## config.mk

```make
export PLATFORM = sky130hd
export DESIGN_NAME = seven_seg_scan
export DESIGN_NICKNAME = d
export VERILOG_FILES = /design/src/rtl/seven_seg_scan.sv
export SDC_FILE = /design/constraint.sdc
export NUM_CORES = 1
export LEC_CHECK = 0
export CAP_MARGIN = 20
export CORE_ASPECT_RATIO = 0.9
export CORE_MARGIN = 2
export CORE_UTILIZATION = 52
export CTS_BUF_LIST = sky130_fd_sc_hd__clkbuf_16
export DETAILED_ROUTE_END_ITERATION = 16
export HOLD_SLACK_MARGIN = 0.02
export PLACE_DENSITY = 0.79
export SETUP_SLACK_MARGIN = 0.4
export SYNTH_ARGS = -nofsm -noshare
export SYNTH_HDL_FRONTEND = slang
export SYNTH_SLANG_ARGS = --single-unit
```

## constraint.sdc

```tcl
create_clock -name clk -period 2.5 [get_ports clk]
set_input_delay 0.5 -clock clk [delete_from_list [all_inputs] [get_ports clk]]
set_output_delay 0.5 -clock clk [all_outputs]
set_load 0.05 [all_outputs]
```

## src/rtl/seven_seg_scan.sv

```systemverilog
// seven_seg_scan: time-multiplexed driver for an N-digit common-anode
// 7-segment display. A load strobe captures digit codes, decimal points and
// per-digit blanks into a shadow register. One digit is driven per refresh
// slot, and every slot opens with an all-anodes-off guard interval so the
// previous digit's pattern cannot ghost onto the next one.
//
// Optional feature: define SEVEN_SEG_BLINK_EN to build a frame counter and a
// blink phase. Digits whose captured blink_mask bit is set go dark during
// the odd blink phase. Without the macro, blink_mask is accepted but ignored.
module seven_seg_scan #(
  parameter int NUM_DIGITS   = 4,
  parameter int REFRESH_DIV  = 100000,
  parameter int GUARD_CYCLES = 2,
  parameter int BLINK_FRAMES = 64
) (
  input  logic                    clk,
  input  logic                    rst,
  input  logic                    load,
  input  logic [4*NUM_DIGITS-1:0] digits,
  input  logic [NUM_DIGITS-1:0]   dp,
  input  logic [NUM_DIGITS-1:0]   blank,
  input  logic [NUM_DIGITS-1:0]   blink_mask,
  output logic [7:0]              seven_seg,
  output logic [NUM_DIGITS-1:0]   an,
  output logic                    frame_done
);

  localparam int IDX_W = (NUM_DIGITS > 1) ? $clog2(NUM_DIGITS) : 1;
  localparam int DIV_W = (REFRESH_DIV > 1) ? $clog2(REFRESH_DIV) : 1;

  localparam logic [IDX_W-1:0] LAST_IDX = IDX_W'(NUM_DIGITS - 1);
  localparam logic [DIV_W-1:0] LAST_DIV = DIV_W'(REFRESH_DIV - 1);

  // Glyph table for a common-anode display: 0 = segment lit, order {g..a}.
  function automatic logic [6:0] glyph(input logic [3:0] code);
    logic [6:0] seg;
    case (code)
      4'h0:    seg = 7'b1000000;
      4'h1:    seg = 7'b1111001;
      4'h2:    seg = 7'b0100100;
      4'h3:    seg = 7'b0110000;
      4'h4:    seg = 7'b0011001;
      4'h5:    seg = 7'b0010010;
      4'h6:    seg = 7'b0000010;
      4'h7:    seg = 7'b1111000;
      4'h8:    seg = 7'b0000000;
      4'h9:    seg = 7'b0010000;
      4'hA:    seg = 7'b1000111;  // L
      4'hB:    seg = 7'b0000110;  // E
      4'hC:    seg = 7'b1000001;  // U
      4'hD:    seg = 7'b1001000;  // N
      4'hE:    seg = 7'b0111111;  // '-'
      default: seg = 7'b1111111;  // blank glyph
    endcase
    return seg;
  endfunction

  // Shadow register: the only copy of the display contents the scanner reads.
  logic [4*NUM_DIGITS-1:0] digits_q, digits_d;
  logic [NUM_DIGITS-1:0]   dp_q, dp_d;
  logic [NUM_DIGITS-1:0]   blank_q, blank_d;

  // Scan timing.
  logic [DIV_W-1:0] div_cnt_q, div_cnt_d;
  logic [IDX_W-1:0] scan_idx_q, scan_idx_d;
  logic             slot_end;
  logic             frame_end;
  logic             guard_active;

  // Registered outputs.
  logic [NUM_DIGITS-1:0] an_q, an_d;
  logic [7:0]            seg_q, seg_d;
  logic                  frame_done_q, frame_done_d;

  // Per-digit darkening from the blink feature (all zero without it).
  logic [NUM_DIGITS-1:0] blink_dark;

`ifdef SEVEN_SEG_BLINK_EN
  localparam int FR_W = (BLINK_FRAMES > 1) ? $clog2(BLINK_FRAMES) : 1;
  localparam logic [FR_W-1:0] LAST_FRAME = FR_W'(BLINK_FRAMES - 1);

  logic [NUM_DIGITS-1:0] blink_mask_q, blink_mask_d;
  logic [FR_W-1:0]       frame_cnt_q, frame_cnt_d;
  logic                  phase_q, phase_d;

  // Blink timing: count whole frames; flip the phase each BLINK_FRAMES frames.
  always_comb begin
    blink_mask_d = load ? blink_mask : blink_mask_q;
    frame_cnt_d  = frame_cnt_q;
    phase_d      = phase_q;
    if (frame_end) begin
      if (frame_cnt_q == LAST_FRAME) begin
        frame_cnt_d = '0;
        phase_d     = ~phase_q;
      end else begin
        frame_cnt_d = frame_cnt_q + 1'b1;
      end
    end
    blink_dark = phase_q ? blink_mask_q : '0;
  end

  // Blink state registers.
  always_ff @(posedge clk) begin
    if (rst) begin
      blink_mask_q <= '0;
      frame_cnt_q  <= '0;
      phase_q      <= 1'b0;
    end else begin
      blink_mask_q <= blink_mask_d;
      frame_cnt_q  <= frame_cnt_d;
      phase_q      <= phase_d;
    end
  end
`else
  // blink_mask is kept on the port for pin compatibility only.
  logic unused_blink_mask;
  assign unused_blink_mask = ^blink_mask;

  // No blink hardware: nothing is ever darkened by the blink phase.
  always_comb begin
    blink_dark = '0;
  end
`endif

  // The guard comparison degenerates to a constant when the guard is
  // disabled, so it is only built when there is a guard to measure.
  generate
    if (GUARD_CYCLES > 0) begin : g_guard
      assign guard_active = ({1'b0, div_cnt_q} < (DIV_W + 1)'(GUARD_CYCLES));
    end else begin : g_no_guard
      assign guard_active = 1'b0;
    end
  endgenerate

  // Shadow capture: inputs only matter on a load strobe, so the display
  // never shows a half-updated word.
  // NOTE: every variable assigned in an always_comb gets a default first,
  // so no path can leave it holding its old value and infer a latch.
  always_comb begin
    digits_d = digits_q;
    dp_d     = dp_q;
    blank_d  = blank_q;
    if (load) begin
      digits_d = digits;
      dp_d     = dp;
      blank_d  = blank;
    end
  end

  // Refresh divider and digit index: the index advances when a slot ends.
  always_comb begin
    slot_end   = (div_cnt_q == LAST_DIV);
    frame_end  = slot_end && (scan_idx_q == LAST_IDX);
    div_cnt_d  = slot_end ? '0 : div_cnt_q + 1'b1;
    scan_idx_d = scan_idx_q;
    if (slot_end) begin
      scan_idx_d = (scan_idx_q == LAST_IDX) ? '0 : scan_idx_q + 1'b1;
    end
  end

  // Output decode: dark during guard cycles or for dark digits; otherwise one
  // anode low and the glyph of the digit being scanned.
  always_comb begin
    an_d         = '1;
    seg_d        = 8'hFF;
    frame_done_d = frame_end;
    if (!guard_active && !blank_q[scan_idx_q] && !blink_dark[scan_idx_q]) begin
      an_d  = ~(NUM_DIGITS'(1) << scan_idx_q);
      seg_d = {~dp_q[scan_idx_q], glyph(digits_q[4*int'(scan_idx_q) +: 4])};
    end
  end

  // State and output registers; reset wins over a simultaneous load.
  // NOTE: sequential state uses non-blocking assignments so every flop
  // samples the pre-edge value of its inputs, independent of statement order.
  always_ff @(posedge clk) begin
    if (rst) begin
      digits_q     <= '1;
      dp_q         <= '0;
      blank_q      <= '1;
      div_cnt_q    <= '0;
      scan_idx_q   <= '0;
      an_q         <= '1;
      seg_q        <= 8'hFF;
      frame_done_q <= 1'b0;
    end else begin
      digits_q     <= digits_d;
      dp_q         <= dp_d;
      blank_q      <= blank_d;
      div_cnt_q    <= div_cnt_d;
      scan_idx_q   <= scan_idx_d;
      an_q         <= an_d;
      seg_q        <= seg_d;
      frame_done_q <= frame_done_d;
    end
  end

  assign an         = an_q;
  assign seven_seg  = seg_q;
  assign frame_done = frame_done_q;

endmodule

```

==> results of run 1 <==
power groups by stage:
stage                     Combinational, W  Sequential, W  Clock, W
after floorplan                   0.000117       0.000965         0
after global placement            0.000185       0.000960         0
after detailed placement          0.000191       0.000961         0
after CTS                         0.000195       0.000940  0.000781
after global routing              0.000217       0.000943  0.000810
final                             0.000195       0.000940  0.000762
logic make-up after synthesis:
group                      count (synthesis)  share of synthesized area
and+or+nand+nor                           95                     0.1988
DFF                                       56                     0.4388
AOI/OAI and AO/OA                         35                     0.1048
buffers and inverters                     25                    0.04456
muxes                                     18                     0.1131
xor gates and xnor gates                  12                    0.04114
adders and majority gates                 12                    0.05876
metal layers:
metal | vias to the layer above | GRT usage | wire length, µm
met3 | 7 | 0.03230 | 214
met2 | 56 | 0.2854 | 2102
met5 | - | 0 | 0
met1 | 882 | 0.2584 | 2207
met4 | 0 | 0.06548 | 76
li1 | 973 | - | -
stage by stage:
stage                       util  total power [W]  hold WS [ps]
final                     0.6635         0.001898         462.1
after global routing      0.6635         0.001970         483.4
after CTS                 0.6625         0.001916         467.6
after detailed placement  0.6250         0.001152         451.7
after global placement    0.6226         0.001145         443.9
after floorplan                -         0.001082         426.1
state kept, by name, summed over array words and instances (netlist names):
name	flops
frame_done	1
blank_q	4
dp_q	4
an	4
seven_seg	8
digits_q	16
div_cnt_q	17
scan_idx_q	2
worst max path at each step:
stage          depth (start not counted)                 endpoint  slack (ps)                  startpoint
2_1_floorplan                          7  seven_seg[0]$_SDFF_PP1_         430  scan_idx_q[0]$_SDFFE_PP0N_
3_3_place_gp                           6  seven_seg[0]$_SDFF_PP1_         230  scan_idx_q[0]$_SDFFE_PP0N_
3_5_place_dp                           6  seven_seg[0]$_SDFF_PP1_         210  scan_idx_q[0]$_SDFFE_PP0N_
4_1_cts                                6  seven_seg[0]$_SDFF_PP1_         430  scan_idx_q[1]$_SDFFE_PP0N_
5_1_grt                                6  seven_seg[0]$_SDFF_PP1_         400  scan_idx_q[0]$_SDFFE_PP0N_
6_report                               6  seven_seg[0]$_SDFF_PP1_         500  scan_idx_q[0]$_SDFFE_PP0N_
worst max-delay path, stage by stage, from the launching register on:
cell and delay (ps):
dfxtp_4 420, mux4_2 570, inv_2 130, ha_1 150, inv_1 30, mux4_2 440
nand2b_1 140
final cells by class:
type | instances | area, µm²
Timing Repair Buffer | 46 | 446.7
Clock buffer | 5 | 125.1
Clock inverter | 3 | 38.79
Inverter | 9 | 33.78
Fill cell | 376 | 1607
Tap cell | 65 | 81.33
Sequential cell | 56 | 1126
Multi-Input combinational cell | 172 | 1316
Yosys cell counts, drive strengths merged:
cell     instances  area (µm²)
dfxtp           56        1121
nand2           14       52.55
nand4           10       62.56
nor3             1       5.000
nor4             4       25.02
nand4bb          1       11.26
o41a             1       11.26
inv              9       33.78
or3              3       18.77
xnor2            5       43.79
nor4b            1       8.760
ha              12       150.1
and3             2       12.51
and2             1       6.260
buf              8       50.05
or4              1       8.760
a211o           20       175.2
o311ai           1       8.760
xor2             7       61.31
nand2b           1       6.260
nand3            9       45.04
mux2             2       22.52
nor2            23       86.33
mux2i            9       90.09
nor2b           20       125.1
or2b             1       7.510
and4             3       26.28
mux4             7       176.4
clkbuf           8       30.03
o211ai           2       15.01
a21oi            5       25.02
o21bai           1       7.510
o21ai            5       25.02
what timing repair did:
action | in CTS | in global routing
setup buffers | 2 | 0
resized for setup | 3 | 3
hold buffers | 0 | 0
endpoints found under the setup margin | 11 | 12
==> flow_metrics.env, run 1 <==
export IMPL_endpoint_kind="flip-flop"
export IMPL_power_leakage_nw=1.238
export IMPL_nNetsFinal=333
export IMPL_clkSinkCount=56
export IMPL_ys_ff_latch=56
export IMPL_num_vias=1918
export IMPL_numCtsBuffers=5
export IMPL_p_int_w=0.001501
export IMPL_r2r_start="scan_idx_q[0]$_SDFFE_PP0N_"
export IMPL_hold_viol_final=0
export IMPL_grtUsageTotal=0.1838
export IMPL_ys_types=36
export IMPL_seq_area_frac_synth=0.4388
export IMPL_place_gp_congestion=0.9061
export IMPL_cts_tree="done"
export IMPL_ant_nets=0
export IMPL_slew_violations=0
export IMPL_wl_per_cell_um=12.92
export IMPL_finalNonFillerCells=356
export IMPL_r2r_slack_ps=500
export IMPL_first_iter_violations=140
export IMPL_skew_ps=4.403
export IMPL_ios=44
export IMPL_synth_warning_count=0
export IMPL_syn_num_nets=296
export IMPL_grt_pass1_vias=1786
export IMPL_seqPwrFrac=0.495
export IMPL_port_buffers=39
export IMPL_switching_power_w=0.0003969
export IMPL_die_h_um=70.50
export IMPL_drt_total_wl_um=4601
export IMPL_worstHoldPathCells=1
export IMPL_comb_power_share=0.103
export IMPL_min_path_type="reg -> reg"
export IMPL_crit_required_ps=2670
export IMPL_fin_crit_sh=0.7997
export IMPL_final_common_cell="dfxtp_1"
export IMPL_netSwitchingFraction=0.2091
export IMPL_tightest_slew_ps=504.6
export IMPL_clk_pin_slew_worst_paths_ps=70
export IMPL_die_area_um2=5491
export IMPL_gr_total_overflow=0
export IMPL_hpwl_um=3191
export IMPL_post_place_cells=346
export IMPL_max_slew_margin=0.6625
export IMPL_dr_pass1_iters=4
export IMPL_syn_avg_cell_area_um2=10.10
export IMPL_viasPerCell=5.388
export IMPL_worstRegToRegCells=6
export IMPL_clk_latency_ps=290
export IMPL_fmax_mhz=500.2
export IMPL_status="complete, no violations"
export IMPL_ir_drop_uv=380.4
export IMPL_setup_tns_ps=0
export IMPL_finalWorstSetupSlack_ps=500.9
export IMPL_synth_area_um2=2555
export IMPL_ctsRootBufferMaster="clkbuf_16"
export IMPL_start_util=0.5351
export IMPL_drc_errors=0
export IMPL_min_from="div_cnt_q[0]$_SDFF_PP0_"
export IMPL_clockBufferDepth=2
export IMPL_core_area_um2=4775
export IMPL_drive_above_1_share=0.08591
export IMPL_pre_cts_ws_ps=214.0
export IMPL_synthCells=253
export IMPL_setup_viol=0
export IMPL_critPathArrivalTime_ps=2170
export IMPL_pwr_share_clk=0.402
export IMPL_die_width_um=77.89
export IMPL_rsz0062_at_grt="yes"
export IMPL_cp_max_fo=9
export IMPL_maxCapViolCount=0
export IMPL_r2r_end="seven_seg[0]$_SDFF_PP1_"
export IMPL_startpoint_type="flip-flop"
export IMPL_grt_pass1_wl_um=8100
export IMPL_grt_max_degree=45
export IMPL_area_growth_pct=24.00
export IMPL_antenna_found_initial=0
export IMPL_n_antenna_cell=0
export IMPL_min_period_ps=1999
export IMPL_final_cell_mix="dfxtp_1, clkdlybuf4s50_1, nor2_1"
export IMPL_fin_area_um2=3168
export IMPL_rows=24
export IMPL_power_density_nw_per_um2=599.0
export IMPL_hold_end="div_cnt_q[0]$_SDFF_PP0_"
export IMPL_post_dp_cell_area_um2=2984
export IMPL_htree_num_levels=2
export IMPL_worstSetupPathType="reg -> reg"
No activity file was read; power rests on OpenSTA's default activity.
==> run 2, diff against run 1 <==
CORE_UTILIZATION = 47   (was 52)
PLACE_DENSITY = 0.75   (was 0.79)
clock period = 1.6 ns   (was 2.5 ns; I/O delays follow)
==> run 2 against run 1 <==
The flow now finishes with violations (setup timing); global-route usage grew 2.7 points; register-to-register slack lost 770 ps; non-clock buffer count grew 36; maximum frequency grew 6.7%; largest cell class unchanged; first-iteration DRC count shrank 16%; largest power group unchanged; setup slack lost 770 ps.
==> flow_metrics.env, run 2 (same netlist as run 1, synthesis figures left out) <==
export IMPL_htree_num_levels=2
export IMPL_dr_pass1_iters=4
export IMPL_fmax_mhz=534.0
export IMPL_num_vias=2101
export IMPL_pre_cts_ws_ps=-268.9
export IMPL_clk_pin_slew_worst_paths_ps=70
export IMPL_fin_area_um2=3772
export IMPL_rows=25
export IMPL_netSwitchingFraction=0.2228
export IMPL_ir_drop_uv=730.0
export IMPL_critPathArrivalTime_ps=2050
export IMPL_r2r_end="seven_seg[0]$_SDFF_PP1_"
export IMPL_p_int_w=0.002414
export IMPL_final_cell_mix="dfxtp_1, buf_4, clkdlybuf4s50_1"
export IMPL_drc_errors=0
export IMPL_worstSetupPathType="reg -> reg"
export IMPL_largest_reg_flops=17
export IMPL_area_growth_pct=47.65
export IMPL_finalWorstSetupSlack_ps=-272.8
export IMPL_clkSinkCount=56
export IMPL_wl_per_cell_um=15.06
export IMPL_ant_nets=0
export IMPL_hold_worst_slack_ps=503.8
export IMPL_min_period_ps=1873
export IMPL_post_dp_cell_area_um2=3331
export IMPL_fin_crit_sh=1.171
export IMPL_rsz0062_at_grt="yes"
export IMPL_clockBufferDepth=2
export IMPL_die_area_um2=6042
export IMPL_maxCapViolCount=0
export IMPL_switching_power_w=0.0006918
export IMPL_startpoint_type="flip-flop"
export IMPL_antenna_found_initial=0
export IMPL_violations="setup timing"
export IMPL_slew_violations=0
export IMPL_place_gp_congestion=0.9413
export IMPL_cts_tree="done"
export IMPL_max_slew_margin=0.7053
export IMPL_r2r_start="scan_idx_q[0]$_SDFFE_PP0N_"
export IMPL_die_h_um=73.95
export IMPL_start_util=0.4862
export IMPL_worstHoldPathCells=2
export IMPL_setup_tns_ps=-1683
export IMPL_worstRegToRegCells=6
export IMPL_viasPerCell=5.332
export IMPL_drive_above_1_share=0.3578
export IMPL_grtUsageTotal=0.2103
export IMPL_nNetsFinal=369
export IMPL_die_width_um=81.72
export IMPL_grt_pass1_vias=2101
export IMPL_gr_total_overflow=0
export IMPL_grt_pass1_wl_um=9791
export IMPL_hold_viol_final=0
export IMPL_pwr_share_clk=0.395
export IMPL_r2r_slack_ps=-270
export IMPL_min_from="dp_q[1]$_SDFFE_PP0P_"
export IMPL_grt_max_degree=29
export IMPL_core_area_um2=5255
export IMPL_n_antenna_cell=0
export IMPL_power_leakage_nw=1.499
export IMPL_min_path_type="reg -> reg"
export IMPL_endpoint_kind="flip-flop"
export IMPL_port_buffers=39
export IMPL_final_common_cell="dfxtp_1"
export IMPL_seqPwrFrac=0.473
export IMPL_hold_end="dp_q[1]$_SDFFE_PP0P_"
export IMPL_status="complete, but fails checks"
export IMPL_largest_register="div_cnt_q"
export IMPL_tightest_slew_ps=437.4
export IMPL_power_density_nw_per_um2=823.2
export IMPL_drt_total_wl_um=5934
export IMPL_clk_latency_ps=290
export IMPL_hpwl_um=3828
export IMPL_comb_power_share=0.133
export IMPL_crit_required_ps=1780
export IMPL_ctsRootBufferMaster="clkbuf_16"
export IMPL_setup_viol=12
export IMPL_first_iter_violations=117
export IMPL_skew_ps=8.573
export IMPL_cp_max_fo=4
export IMPL_numCtsBuffers=5
export IMPL_ios=44
run 2: cell types whose count changed in the layout (fill, tap and decap cells not counted), sizes merged:
cell	previous run	this run
clkdlybuf4s50	39	24
dlymetal6s2s	0	1
buf	7	55
clkbuf	5	6
clkinv	1	2
inv	10	9
dlygate4sd2	0	1
run 2: through the flow:
stage / total power [W] / util / cells
final: 0.003105 / 0.7179 / 394
after global routing: 0.003226 / 0.7179 / 394
after CTS: 0.003109 / 0.6995 / 394
after detailed placement: 0.001859 / 0.6338 / 380
after global placement: 0.001848 / 0.6338 / 380
after floorplan: 0.001703 / - / 253
run 2: worst max-delay path by stage:
stage          cells after the start                       to                  startpoint
2_1_floorplan                      7  seven_seg[0]$_SDFF_PP1_  scan_idx_q[0]$_SDFFE_PP0N_
4_1_cts                            6  seven_seg[0]$_SDFF_PP1_  scan_idx_q[0]$_SDFFE_PP0N_
6_report                           6  seven_seg[0]$_SDFF_PP1_  scan_idx_q[0]$_SDFFE_PP0N_
5_1_grt                            6  seven_seg[0]$_SDFF_PP1_  scan_idx_q[0]$_SDFFE_PP0N_
3_5_place_dp                       4  seven_seg[0]$_SDFF_PP1_  scan_idx_q[0]$_SDFFE_PP0N_
3_3_place_gp                       4  seven_seg[0]$_SDFF_PP1_  scan_idx_q[0]$_SDFFE_PP0N_
run 2: power by group through the flow:
stage	logic, W	registers, W	clock network [W]
2_1_floorplan	0.000193	0.00151	0
3_3_place_gp	0.000347	0.00150	0
3_5_place_dp	0.000356	0.00150	0
4_1_cts	0.000395	0.00147	0.00124
5_1_grt	0.000448	0.00147	0.00130
6_report	0.000412	0.00147	0.00123
run 2: what timing repair did:
item                                    4_1_cts  5_1_grt
pin swaps                                     5        4
resized for setup                            32       26
endpoints found under the setup margin       48       34
setup buffers                                 4        0
gates cloned                                  2        0
hold buffers                                  0        0
run 2: area by class of cell:
class | count | area, µm²
Multi-Input combinational cell | 172 | 1559
Clock inverter | 3 | 42.54
Fill cell | 384 | 1483
Sequential cell | 56 | 1141
Clock buffer | 5 | 125.1
Timing Repair Buffer | 82 | 787.0
Tap cell | 67 | 83.83
Inverter | 9 | 33.78
run 2: critical path: stages (launching register included):
cell	delay [ps]
dfxtp_4	370
mux4_2	550
inv_2	100
ha_4	120
inv_2	20
mux4_2	450
nand2b_4	150
run 2: per-layer routing:
metal / global-route usage / wire (µm)
met2: 0.3588 / 2803
met5: 0 / 0
met3: 0.04733 / 300
met1: 0.2797 / 2771
met4: 0.03704 / 59
==> run 3, diff against run 2 <==
CAP_MARGIN = not set   (was 20)
CTS_CLUSTER_DIAMETER = 200   (was not set)
==> results of run 3 <==
Same layout as run 2: the final DEF is identical, and so are final timing and power.
